[config.mk]
export PLATFORM = sky130hd
export DESIGN_NAME = mem_copy_engine_flat
export DESIGN_NICKNAME = d
export VERILOG_FILES = /design/src/rtl/mem_pkg.sv /design/src/rtl/mem_copy_engine_if.sv /design/src/rtl/mem_copy_addr_gen.sv /design/src/rtl/mem_copy_engine.sv /design/src/flat_wrapper.sv
export SDC_FILE = /design/constraint.sdc
export NUM_CORES = 1
export LEC_CHECK = 0
export CORE_ASPECT_RATIO = 1.5
export CORE_UTILIZATION = 52
export DETAILED_ROUTE_END_ITERATION = 10
export GPL_ROUTABILITY_DRIVEN = 0
export HOLD_SLACK_MARGIN = 0.15
export PLACE_DENSITY = 0.84
export RECOVER_POWER = 25
export SETUP_SLACK_MARGIN = 0.05
export SYNTH_ARGS = -nofsm -noshare
export SYNTH_HDL_FRONTEND = slang
export SYNTH_SLANG_ARGS = --single-unit
[constraint.sdc]
create_clock -name clock -period 4.3 [get_ports clock]
set_input_delay 0.43 -clock clock [delete_from_list [all_inputs] [get_ports clock]]
set_output_delay 0.43 -clock clock [all_outputs]
set_load 0.02 [all_outputs]
[src/rtl/mem_pkg.sv]
// Shared definitions for the memory copy engine.
//   MemAddrW / MemDataW : default address and data widths
//   copy_state_e        : copy FSM state encoding (idle, read, write, done)
package mem_pkg;

  localparam int unsigned MemAddrW = 16;
  localparam int unsigned MemDataW = 16;

  typedef enum logic [1:0] {
    StIdle  = 2'd0,
    StRead  = 2'd1,
    StWrite = 2'd2,
    StDone  = 2'd3
  } copy_state_e;

endpackage

[src/rtl/mem_copy_engine_if.sv]
// Memory-port bundle between the copy engine (master) and data_memory (slave).
//   mem_address    : word address driven by the initiator
//   mem_write_data : write data driven by the initiator
//   memWrite       : write strobe
//   memRead        : read strobe
//   read_data      : read data returned by the memory
interface mem_copy_engine_if
  import mem_pkg::*;
#(
  parameter int unsigned ADDR_W = MemAddrW,
  parameter int unsigned DATA_W = MemDataW
) ();

  logic [ADDR_W-1:0] mem_address;
  logic [DATA_W-1:0] mem_write_data;
  logic              memWrite;
  logic              memRead;
  logic [DATA_W-1:0] read_data;

  modport master (
    output mem_address,
    output mem_write_data,
    output memWrite,
    output memRead,
    input  read_data
  );

  modport slave (
    input  mem_address,
    input  mem_write_data,
    input  memWrite,
    input  memRead,
    output read_data
  );

endinterface

[src/rtl/mem_copy_addr_gen.sv]
// Source/destination pointer and remaining-count registers for the copy engine.
//   clock, reset : system clock, asynchronous active-high reset
//   load         : latch src_addr/dst_addr/length (accepted start)
//   incr         : advance both pointers and decrement the count (write cycle)
//   src, dst     : current pointers
//   src_nxt      : src + 1 (modulo 2**ADDR_W), used to pre-drive the next read address
//   last         : remaining count is 1, i.e. the current word is the final one
module mem_copy_addr_gen
  import mem_pkg::*;
#(
  parameter int unsigned ADDR_W = MemAddrW
) (
  input  logic              clock,
  input  logic              reset,
  input  logic              load,
  input  logic              incr,
  input  logic [ADDR_W-1:0] src_addr,
  input  logic [ADDR_W-1:0] dst_addr,
  input  logic [ADDR_W-1:0] length,
  output logic [ADDR_W-1:0] src,
  output logic [ADDR_W-1:0] dst,
  output logic [ADDR_W-1:0] src_nxt,
  output logic              last
);

  logic [ADDR_W-1:0] src_q;
  logic [ADDR_W-1:0] dst_q;
  logic [ADDR_W-1:0] rem_q;

  always_ff @(posedge clock or posedge reset) begin
    if (reset) begin
      src_q <= '0;
      dst_q <= '0;
      rem_q <= '0;
    end else if (load) begin
      src_q <= src_addr;
      dst_q <= dst_addr;
      rem_q <= length;
    end else if (incr) begin
      // Pointers wrap naturally at the register width.
      src_q <= src_q + ADDR_W'(1);
      dst_q <= dst_q + ADDR_W'(1);
      rem_q <= rem_q - ADDR_W'(1);
    end
  end

  assign src     = src_q;
  assign dst     = dst_q;
  assign src_nxt = src_q + ADDR_W'(1);
  assign last    = (rem_q == ADDR_W'(1));

endmodule

[src/rtl/mem_copy_engine.sv]
// Bus initiator that copies `length` words from src_addr to dst_addr through data_memory,
// one read then one write per word, in ascending address order.
//   clock, reset      : system clock, asynchronous active-high reset
//   start             : one-cycle request, sampled only while idle
//   src_addr/dst_addr : first source/destination word address (latched on start)
//   length            : word count (latched on start), 0 means no transfer
//   busy              : high from the cycle after an accepted start through the done cycle
//   done              : one-cycle completion pulse
//   checksum          : (MEM_COPY_CHECKSUM_EN only) modular sum of all words written
//   bus               : memory port (master side)
// Optional build macro: MEM_COPY_CHECKSUM_EN adds the checksum output and its adder.
module mem_copy_engine
  import mem_pkg::*;
#(
  parameter int unsigned ADDR_W       = MemAddrW,
  parameter int unsigned DATA_W       = MemDataW,
  parameter int unsigned READ_LATENCY = 1
) (
  input  logic              clock,
  input  logic              reset,
  input  logic              start,
  input  logic [ADDR_W-1:0] src_addr,
  input  logic [ADDR_W-1:0] dst_addr,
  input  logic [ADDR_W-1:0] length,
  output logic              busy,
  output logic              done,
`ifdef MEM_COPY_CHECKSUM_EN
  output logic [DATA_W-1:0] checksum,
`endif
  mem_copy_engine_if.master bus
);

  localparam int unsigned LatW = (READ_LATENCY > 1) ? $clog2(READ_LATENCY) : 1;

  copy_state_e       state_q;
  logic [LatW-1:0]   lat_cnt_q;
  logic [DATA_W-1:0] data_q;
  logic [ADDR_W-1:0] mem_address_q;
  logic              mem_read_q;
  logic              mem_write_q;
  logic              busy_q;
  logic              done_q;

  logic              load;
  logic              incr;
  logic [ADDR_W-1:0] src;
  logic [ADDR_W-1:0] dst;
  logic [ADDR_W-1:0] src_nxt;
  logic              last;

  assign load = (state_q == StIdle) && start;
  assign incr = (state_q == StWrite);

  mem_copy_addr_gen #(
    .ADDR_W (ADDR_W)
  ) u_addr_gen (
    .clock    (clock),
    .reset    (reset),
    .load     (load),
    .incr     (incr),
    .src_addr (src_addr),
    .dst_addr (dst_addr),
    .length   (length),
    .src      (src),
    .dst      (dst),
    .src_nxt  (src_nxt),
    .last     (last)
  );

  // Outputs are registered: each transition loads the values for the state being entered.
  // The first read address comes straight from src_addr because the pointer loads on the
  // same edge; later reads use src_nxt since the pointer increments on the write edge.
  always_ff @(posedge clock or posedge reset) begin
    if (reset) begin
      state_q       <= StIdle;
      lat_cnt_q     <= '0;
      data_q        <= '0;
      mem_address_q <= '0;
      mem_read_q    <= 1'b0;
      mem_write_q   <= 1'b0;
      busy_q        <= 1'b0;
      done_q        <= 1'b0;
    end else begin
      unique case (state_q)
        StIdle: begin
          if (start) begin
            busy_q    <= 1'b1;
            lat_cnt_q <= '0;
            if (length != '0) begin
              state_q       <= StRead;
              mem_read_q    <= 1'b1;
              mem_address_q <= src_addr;
            end else begin
              state_q <= StDone;
              done_q  <= 1'b1;
            end
          end
        end
        StRead: begin
          if (lat_cnt_q == LatW'(READ_LATENCY - 1)) begin
            data_q        <= bus.read_data;
            state_q       <= StWrite;
            mem_read_q    <= 1'b0;
            mem_write_q   <= 1'b1;
            mem_address_q <= dst;
            lat_cnt_q     <= '0;
          end else begin
            lat_cnt_q <= lat_cnt_q + LatW'(1);
          end
        end
        StWrite: begin
          mem_write_q <= 1'b0;
          if (last) begin
            state_q       <= StDone;
            done_q        <= 1'b1;
            mem_address_q <= '0;
          end else begin
            state_q       <= StRead;
            mem_read_q    <= 1'b1;
            mem_address_q <= src_nxt;
          end
        end
        StDone: begin
          state_q <= StIdle;
          done_q  <= 1'b0;
          busy_q  <= 1'b0;
        end
        default: state_q <= StIdle;
      endcase
    end
  end

`ifdef MEM_COPY_CHECKSUM_EN
  logic [DATA_W-1:0] checksum_q;

  always_ff @(posedge clock or posedge reset) begin
    if (reset) begin
      checksum_q <= '0;
    end else if (load) begin
      checksum_q <= '0;
    end else if (state_q == StWrite) begin
      checksum_q <= checksum_q + data_q;
    end
  end

  assign checksum = checksum_q;
`endif

  assign busy               = busy_q;
  assign done               = done_q;
  assign bus.mem_address    = mem_address_q;
  assign bus.mem_write_data = data_q;
  assign bus.memRead        = mem_read_q;
  assign bus.memWrite       = mem_write_q;

endmodule

[src/flat_wrapper.sv]
// flat-port wrapper written by rule: the top's interface ports become plain ports
module mem_copy_engine_flat import mem_pkg::*;
#(
  parameter int unsigned ADDR_W       = MemAddrW,
  parameter int unsigned DATA_W       = MemDataW,
  parameter int unsigned READ_LATENCY = 1
)
  (clock, reset, start, src_addr, dst_addr, length, busy, done, bus_mem_address, bus_mem_write_data, bus_memWrite, bus_memRead, bus_read_data);
  mem_copy_engine_if #(.ADDR_W(ADDR_W), .DATA_W(DATA_W)) bus_i ();
  input  logic clock;
  input  logic reset;
  input  logic start;
  input  logic [ADDR_W-1:0] src_addr;
  input  logic [ADDR_W-1:0] dst_addr;
  input  logic [ADDR_W-1:0] length;
  output logic busy;
  output logic done;
  output wire logic [$bits(bus_i.mem_address)-1:0] bus_mem_address;
  output wire logic [$bits(bus_i.mem_write_data)-1:0] bus_mem_write_data;
  output wire logic [$bits(bus_i.memWrite)-1:0] bus_memWrite;
  output wire logic [$bits(bus_i.memRead)-1:0] bus_memRead;
  input wire logic [$bits(bus_i.read_data)-1:0] bus_read_data;
  assign bus_mem_address = bus_i.mem_address;
  assign bus_mem_write_data = bus_i.mem_write_data;
  assign bus_memWrite = bus_i.memWrite;
  assign bus_memRead = bus_i.memRead;
  assign bus_i.read_data = bus_read_data;
  mem_copy_engine #(.ADDR_W(ADDR_W), .DATA_W(DATA_W), .READ_LATENCY(READ_LATENCY)) u_core (.clock(clock), .reset(reset), .start(start), .src_addr(src_addr), .dst_addr(dst_addr), .length(length), .busy(busy), .done(done), .bus(bus_i));
endmodule
Word-level counts from Yosys, hierarchy flattened
Cells that the tools add are included.
{"block": "word_totals", "regBits": 87, "inputBits": 67, "output_inout_bits": 36, "wordCells": 75}
{"block": "classes", "addsub": 4, "eq_ne": 10, "mux": 32, "bitwise": 1, "n_reduce_logical": 17}
{"cell": "16-bit 2-to-1 mux", "count": 10}
{"cell": "16-bit one-hot mux with 3 select lines", "count": 1}
{"cell": "16-bit by 1-bit adder with 16-bit output, second input constant", "count": 2}
{"cell": "16-bit by 1-bit == test with 1-bit output, second input constant", "count": 1}
{"cell": "16-bit nonzero test", "count": 1}
{"cell": "16-bit by 1-bit subtractor with 16-bit output, second input constant", "count": 1}
{"cell": "2-bit inequality test, second input constant", "count": 6}
{"cell": "1-bit 2-to-1 mux", "count": 11}
{"cell": "2-bit AND reduction", "count": 5}
{"cell": "2-bit 2-to-1 mux", "count": 4}
{"cell": "2-bit one-hot mux with 4 select lines", "count": 1}
{"cell": "4-bit AND reduction", "count": 2}
{"cell": "2-bit nonzero test", "count": 4}
{"cell": "1-bit one-hot mux with 2 select lines", "count": 3}
{"cell": "1-bit one-hot mux with 3 select lines", "count": 2}
{"cell": "3-bit nonzero test", "count": 2}
{"cell": "5-bit AND reduction", "count": 1}
{"cell": "2-bit == test, second input constant", "count": 2}
{"cell": "2-bit by 1-bit == test with 1-bit output, second input constant", "count": 1}
{"cell": "2-bit zero test", "count": 1}
{"cell": "1-bit adder, second input constant", "count": 1}
{"cell": "1-bit logical AND", "count": 1}
{"cell": "1-bit NOT", "count": 1}

Logic depth before layout (Yosys ltp)
Gate-level depths: netlist of the first run.
{"block": "depth", "ltp_word": 4, "ltp_mapped": 9, "ltp_nobuf": 7}

Cells and area by module
Synthesis of the first run repeated with hierarchy kept, for this count alone.
{"block": "hier_totals", "hier_cells": 501, "hier_area_um2": 4854.7}
{"mod": "mem_copy_addr_gen", "n_inst": 1, "cells_per_inst": 335, "area_per_inst_um2": 2869.0, "seq_area_each_um2": 1201.2}
{"mod": "mem_copy_engine", "n_inst": 1, "cells_per_inst": 166, "area_per_inst_um2": 1985.7, "seq_area_each_um2": 950.9}

Worst setup path after synthesis of the first run
No wires, ideal clock.
{"block": "synth_path", "kind": "reg-to-reg", "startpoint": "reg u_core.state_q[0]", "endpoint": "reg u_core.u_addr_gen.dst_q[9] (netlist: u_core.u_addr_gen.dst[9])", "setup_time_ps": 133, "arrival_ps": 1724, "required_time_ps": 4167, "path_slack_ps": 2443, "stages_incl_launch_ff": 9, "n_path_buf": 1, "synth_period_minus_slack_ps": 1857, "cell_sequence": "dfrtp_1 inv_1 ha_1 buf_2 nand3_1 nor3_1 and3_1 xnor2_1 o21ai_0"}
{"block": "synth_via", "elab_chain_len": 3, "word_cells_on_any_way": 5, "classes_between": "eq/ne: 1; mux: 1; reduce/logical: 3"}
{"item": "start, declared", "line": "mem_copy_engine.sv:35", "rtl": "copy_state_e state_q;"}
{"item": "start signal, assigned", "line": "mem_copy_engine.sv:75", "rtl": "state_q <= StIdle;"}
{"item": "start signal, assigned", "line": "mem_copy_engine.sv:90", "rtl": "state_q <= StRead;"}
{"item": "start signal, assigned", "line": "mem_copy_engine.sv:94", "rtl": "state_q <= StDone;"}
{"item": "2-bit zero test", "line": "mem_copy_engine.sv:51", "rtl": "assign load = (state_q == StIdle) && start;"}
{"item": "1-bit logical AND", "line": "mem_copy_engine.sv:51"}
{"item": "16-bit 2-to-1 mux or 2-bit nonzero test (tied branches)"}
{"item": "end signal, assigned", "line": "mem_copy_addr_gen.sv:37", "rtl": "dst_q <= dst_addr;"}
{"item": "end signal, assigned", "line": "mem_copy_addr_gen.sv:42", "rtl": "dst_q <= dst_q + ADDR_W'(1);"}
{"item": "end, declared", "line": "mem_copy_addr_gen.sv:27", "rtl": "logic [ADDR_W-1:0] dst_q;"}
Parallel ways exist; a longest one is shown, timed or not.
A chain may end at the register's enable or synchronous reset.

==> impl_metrics.ini, run 1 <==
[run_status]
outcome = complete, but fails checks
violations = capacitance limit, slew limit

[clock_tree]
cts_num_sinks = 86
cts.repair.resized = 0
cts.htree.levels = 3
root_buffer = clkbuf_16
post_cts_buffers = 0
clock_latency_ps = 350
clk_pin_slew_ps = 60
postCtsHoldBufs = 0
cts_made_buffers = 9
cts_tree = done
clk_path_buf_depth = 2

[logic_synthesis]
ys_seq_area_frac = 0.452
synth_cells = 522
syn_nets = 599
synth-seq-cells = 86
syn_area_mm2 = 0.00476
synthDistinctLibCells = 42
synth_edf_count = 0
synth_top_area_share = 0.452
synth_ff_type = dfrtp_1
synthArstFlopShare = 1.00
netlist_top_cells_count = nand2_1 (113), dfrtp_1 (86), o21ai_0 (52)
synth_most_common_cell = nand2_1
synthTopCellsByArea = dfrtp_1 (45%), nand2_1 (8.9%), xor2_1 (6.6%)
yosysWarnings = 0
avgSynthCellArea_um2 = 9.13
synth_top_area_cell = dfrtp_1

[finish]
num-fill-cells = 683
n_antenna_cell = 0
drive_gt1_frac = 0.0831
layout.nets = 686
final_cells = 724
syn_to_final_growth_pct = 28.8

[sta]
setup_viol = 0
slew_viol_final = 34
max_freq_mhz = 356
fin_crit_ps = 2810
fin_tns_setup_ps = 0
fin_crit_sh = 0.654
finalHoldViolCount = 0
worstMarginPinSlew_ps = 1520
grt_setup_unrepaired = no
maxSlewHeadroom = -0.0173
clock_skew_ps = 6.60

[floorplanning]
chipWidth_um = 80.1
start_util = 0.536
die-area_mm2 = 0.00955
dieHeight_um = 119
io_pins = 103
core_area_mm2 = 0.00888
rows = 42

[detailed_routing]
wirelength_um = 12300
drt-pass1-iter-count = 5
ant_nets = 0
drc = 0
avgViaCountPerCell = 5.74
num_vias = 4159
drtIter0Drc = 334
routedWlPerCell_um = 17.0

[power_and_ir_drop]
leakage_uw = 0.00246
power_density_mw_per_mm2 = 288
ir_worst_vdd_v = 0.000230

[worst_setup_path]
arrival_ps = 3010
required_ps = 4500
reg2regPathDepth = 8
worstSetupEndpointType = async pin
critical_path_peak_fanout = 33
worstSetupStartpointType = input pin
critPathKind = in2async

[grt]
grt_max_degree = 55
grt_pass1_wl_um = 20200
antenna_found_initial = 0
grt_pass1_vias = 4238
grt_usage = 0.278
overflow = 0

[place]
dp.final_hpwl_um = 8670
numPortBuffers = 102
placed_cells = 708

[hold_path]
holdPathStages = 2
hp-class = reg2reg

[run]
drv_cap = 1
## metal layers
metal / part of all wire / track usage
met1: 0.37 / 0.306
met2: 0.52 / 0.482
met3: 0.062 / 0.0644
met4: 0.048 / 0.153
met5: 0 / 0
## flip-flops by register name, indices dropped and copies added, names as in the netlist
| signal | flops |
|---|---|
| u_core.bus.mem_address | 16 |
| u_core.bus.mem_write_data | 16 |
| u_core.u_addr_gen.dst | 16 |
| u_core.u_addr_gen.rem_q | 16 |
| u_core.u_addr_gen.src | 16 |
| u_core.state_q | 2 |
| u_core.bus.memRead | 1 |
| u_core.bus.memWrite | 1 |
| u_core.busy | 1 |
| u_core.done | 1 |
## worst paths after layout
path | start | end | slack [ps]
setup / recovery | reset | u_core.bus.mem_address[13] | 1490
hold / removal | u_core.bus.mem_address[13] | u_core.bus.mem_address[13] | 480
setup reg to reg | u_core.state_q[0] | u_core.u_addr_gen.dst[15] | 1580
hold reg to reg | u_core.bus.mem_address[13] | u_core.bus.mem_address[13] | 480
max in group clock | u_core.state_q[0] | u_core.u_addr_gen.dst[15] | 1580
min in group asynchronous | reset | u_core.u_addr_gen.dst[11] | 890
## cells in the final DEF, fill, tap and decap left out, types with 2 or more instances in the layout
cell	n
clkbuf_16	9
nand3_1	14
inv_1	9
nand2_1	113
bufinv_16	2
dlygate4sd3_1	2
o31ai_1	15
clkdlybuf4s50_1	100
buf_4	5
nor2_1	32
xnor2_1	23
nand4_1	13
ha_1	10
a21oi_1	15
dfrtp_1	86
a21o_1	2
and4_1	5
xor2_1	36
clkbuf_1	2
nand4_2	2
nor4_4	2
nor4_1	10
clkinv_2	2
mux2_2	17
o21ai_0	52
and4bb_2	2
nor3_1	11
nor2b_1	2
mux2i_1	2
## critical path, cell delays in order
cell and delay [ps]:
dlygate4sd3_1 540, clkinvlp_2 890, clkbuf_1 1140
## per-stage QoR
step,instance area [µm²],utilization,hold slack [ps],setup WS [ps],power (µW)
final,6140,0.691,476,1490,1770
after detailed placement,5830,0.656,467,1650,957
after CTS,6140,0.691,480,1600,1780
after global placement,5830,0.656,462,1690,954
after global routing,6140,0.691,500,951,1810
after floorplan,4760,-,502,1650,866
## cells by family after synthesis
group                      share of synthesized area
DFF                                            0.452
muxes                                         0.0444
adders and majority gates                     0.0263
buffers and inverters                         0.0389
AOI/OAI and AO/OA                              0.113
xor gates and xnor gates                       0.108
and+or+nand+nor                                0.217
## final cells by class
cell class / instances / area, µm² / share of cell area
clock buffers: 10 / 229 / 0.0373
multi-input cells: 394 / 2430 / 0.396
repair buffers: 108 / 1060 / 0.173
well taps: 110 / 138 / 0.0224
clock inverters: 6 / 86.3 / 0.0141
inverters: 10 / 38.8 / 0.00632
flip-flops and latches: 86 / 2150 / 0.351
## power breakdown
part	internal [µW]	switching [µW]
clock	508	322
sequential	817	4.30
combinational	72.4	46.4
total	1400	373
No activity file was read; power rests on OpenSTA's default activity.
==> run 2: changes to the inputs <==
CORE_UTILIZATION = 51   (was 52)
PLACE_DENSITY = 0.82   (was 0.84)
clock period = 2.8 ns   (was 4.3 ns; I/O delays follow)
==> run 2 against run 1 <==
- the run still ends with capacitance limit, slew limit left
- non-clock buffer count is 3 higher
- register-to-register slack worse by 1100 ps
- final cell count is 0.41% higher
- total power is 57% higher
- critical path type is now reg2reg
- critical endpoint is now u_core.u_addr_gen.rem_q[13]
- largest power group unchanged
==> impl_metrics.ini, run 2 (synthesis results as in run 1) <==
[run_status]
outcome = complete, but fails checks
violations = capacitance limit, slew limit

[sta]
max_freq_mhz = 429
setup_viol = 0
fin_crit_ps = 2330
worstMarginPinSlew_ps = 1910
fin_tns_setup_ps = 0
clock_skew_ps = 6.97
finalHoldViolCount = 0
grt_setup_unrepaired = no
slew_viol_final = 41
fin_crit_sh = 0.832
maxSlewHeadroom = -0.279

[clock_tree]
clock_latency_ps = 340
clk_path_buf_depth = 2
cts_num_sinks = 86
cts_tree = done
cts_made_buffers = 9
clk_pin_slew_ps = 60
root_buffer = clkbuf_16
postCtsHoldBufs = 0
cts.repair.resized = 0
cts.htree.levels = 3
post_cts_buffers = 0

[worst_setup_path]
required_ps = 3000
critical_path_peak_fanout = 12
critPathKind = reg2reg
worstSetupEndpointType = flip-flop
worstSetupStartpointType = flip-flop
cpMaxStageDelayCell = nor4b_1
arrival_ps = 2530
cp_slowest_stage_delay_ps = 500
cp_cell_sequence = inv_1 -> ha_1 -> nor4b_1 -> and4bb_2 -> nand2_1 -> xor2_1 -> o21ai_0
r2r_start = u_core.state_q[0]
reg2regPathDepth = 7
crit_start = u_core.state_q[0]

[floorplanning]
core_area_mm2 = 0.00893
rows = 42
start_util = 0.533
die-area_mm2 = 0.00974
io_pins = 103
dieHeight_um = 120
chipWidth_um = 80.9

[grt]
top_usage_layer = met2
antenna_found_initial = 0
grt_use_met2 = 0.435
grt_use_met3 = 0.0657
grt_usage = 0.266
grt_pass1_wl_um = 19600
overflow = 0
grt_max_degree = 47
met1_usage = 0.307
grt_pass1_vias = 4213

[detailed_routing]
routedWlPerCell_um = 16.5
drc = 0
num_vias = 4139
drt-pass1-iter-count = 5
wirelength_um = 12000
avgViaCountPerCell = 5.69
drtIter0Drc = 274
ant_nets = 0

[hold_path]
hp-start = u_core.bus.mem_address[13]
hp-class = reg2reg
holdPathStages = 2

[place]
placed_cells = 711
numPortBuffers = 102
dpl-instance-area_mm2 = 0.00587
dp.final_hpwl_um = 8530

[run]
drv_cap = 1

[finish]
n_antenna_cell = 0
final_cells = 727
syn_to_final_growth_pct = 30.3
drive_gt1_frac = 0.0891
final_area_mm2 = 0.00621
utilization = 0.695
layout_common_cells = nand2_1 (113), clkdlybuf4s50_1 (101), dfrtp_1 (86)
layout.nets = 689
layout_commonest_cell = nand2_1

[power_and_ir_drop]
ir_worst_vdd_v = 0.000472
leakage_uw = 0.00250
power_density_mw_per_mm2 = 448
==> run 2: layout make-up <==
type | instances | area (µm²)
inverters | 10 | 38.8
clock inverters | 3 | 65.1
repair buffers | 111 | 1110
flip-flops and latches | 86 | 2150
fillers | 697 | 2730
clock buffers | 13 | 270
multi-input cells | 394 | 2430
well taps | 110 | 138
==> run 2: final timing paths <==
check	endpoint	slack (ps)
hold reg to reg	u_core.bus.mem_address[13]	480
max in group asynchronous	u_core.u_addr_gen.dst[15]	980
setup / recovery	u_core.u_addr_gen.rem_q[13]	470
hold / removal	u_core.bus.mem_address[13]	480
setup reg to reg	u_core.u_addr_gen.rem_q[13]	470
min in group asynchronous	u_core.bus.mem_write_data[12]	880
==> run 2: routing by layer <==
layer  vias to the layer above  routed length [µm]
met3                        44                 726
met5                         -                   0
li1                       1960                   -
met1                      1965                4670
met4                         0                 595
met2                       170                6010
==> run 2: critical path, delay by kind of cell, from the launching register on <==
family / cells / cell delay (ps)
AO/OA/AOI/OAI: 1 / 110
XOR/XNOR: 1 / 170
adder cells (fa/ha/maj): 1 / 420
buffers and inverters: 1 / 140
flip-flops: 1 / 420
AND/OR/NAND/NOR: 3 / 940
==> run 2: stage by stage <==
stage | hold slack [ps] | power [µW] | setup WS (ps)
2_1_floorplan | 397 | 1330 | 298
3_3_place_gp | 462 | 1470 | 578
3_5_place_dp | 467 | 1470 | 478
4_1_cts | 390 | 2800 | 476
5_1_grt | 506 | 2860 | 223
6_report | 475 | 2780 | 469
==> run 2: report_power, final <==
| group | internal (µW) | switching, µW | leakage (µW) |
|---|---|---|---|
| Combinational | 113 | 71.1 | 0.00129 |
| Sequential | 1250 | 6.00 | 0.00105 |
| Clock | 853 | 482 | 0.000166 |
| Total | 2220 | 559 | 0.00250 |
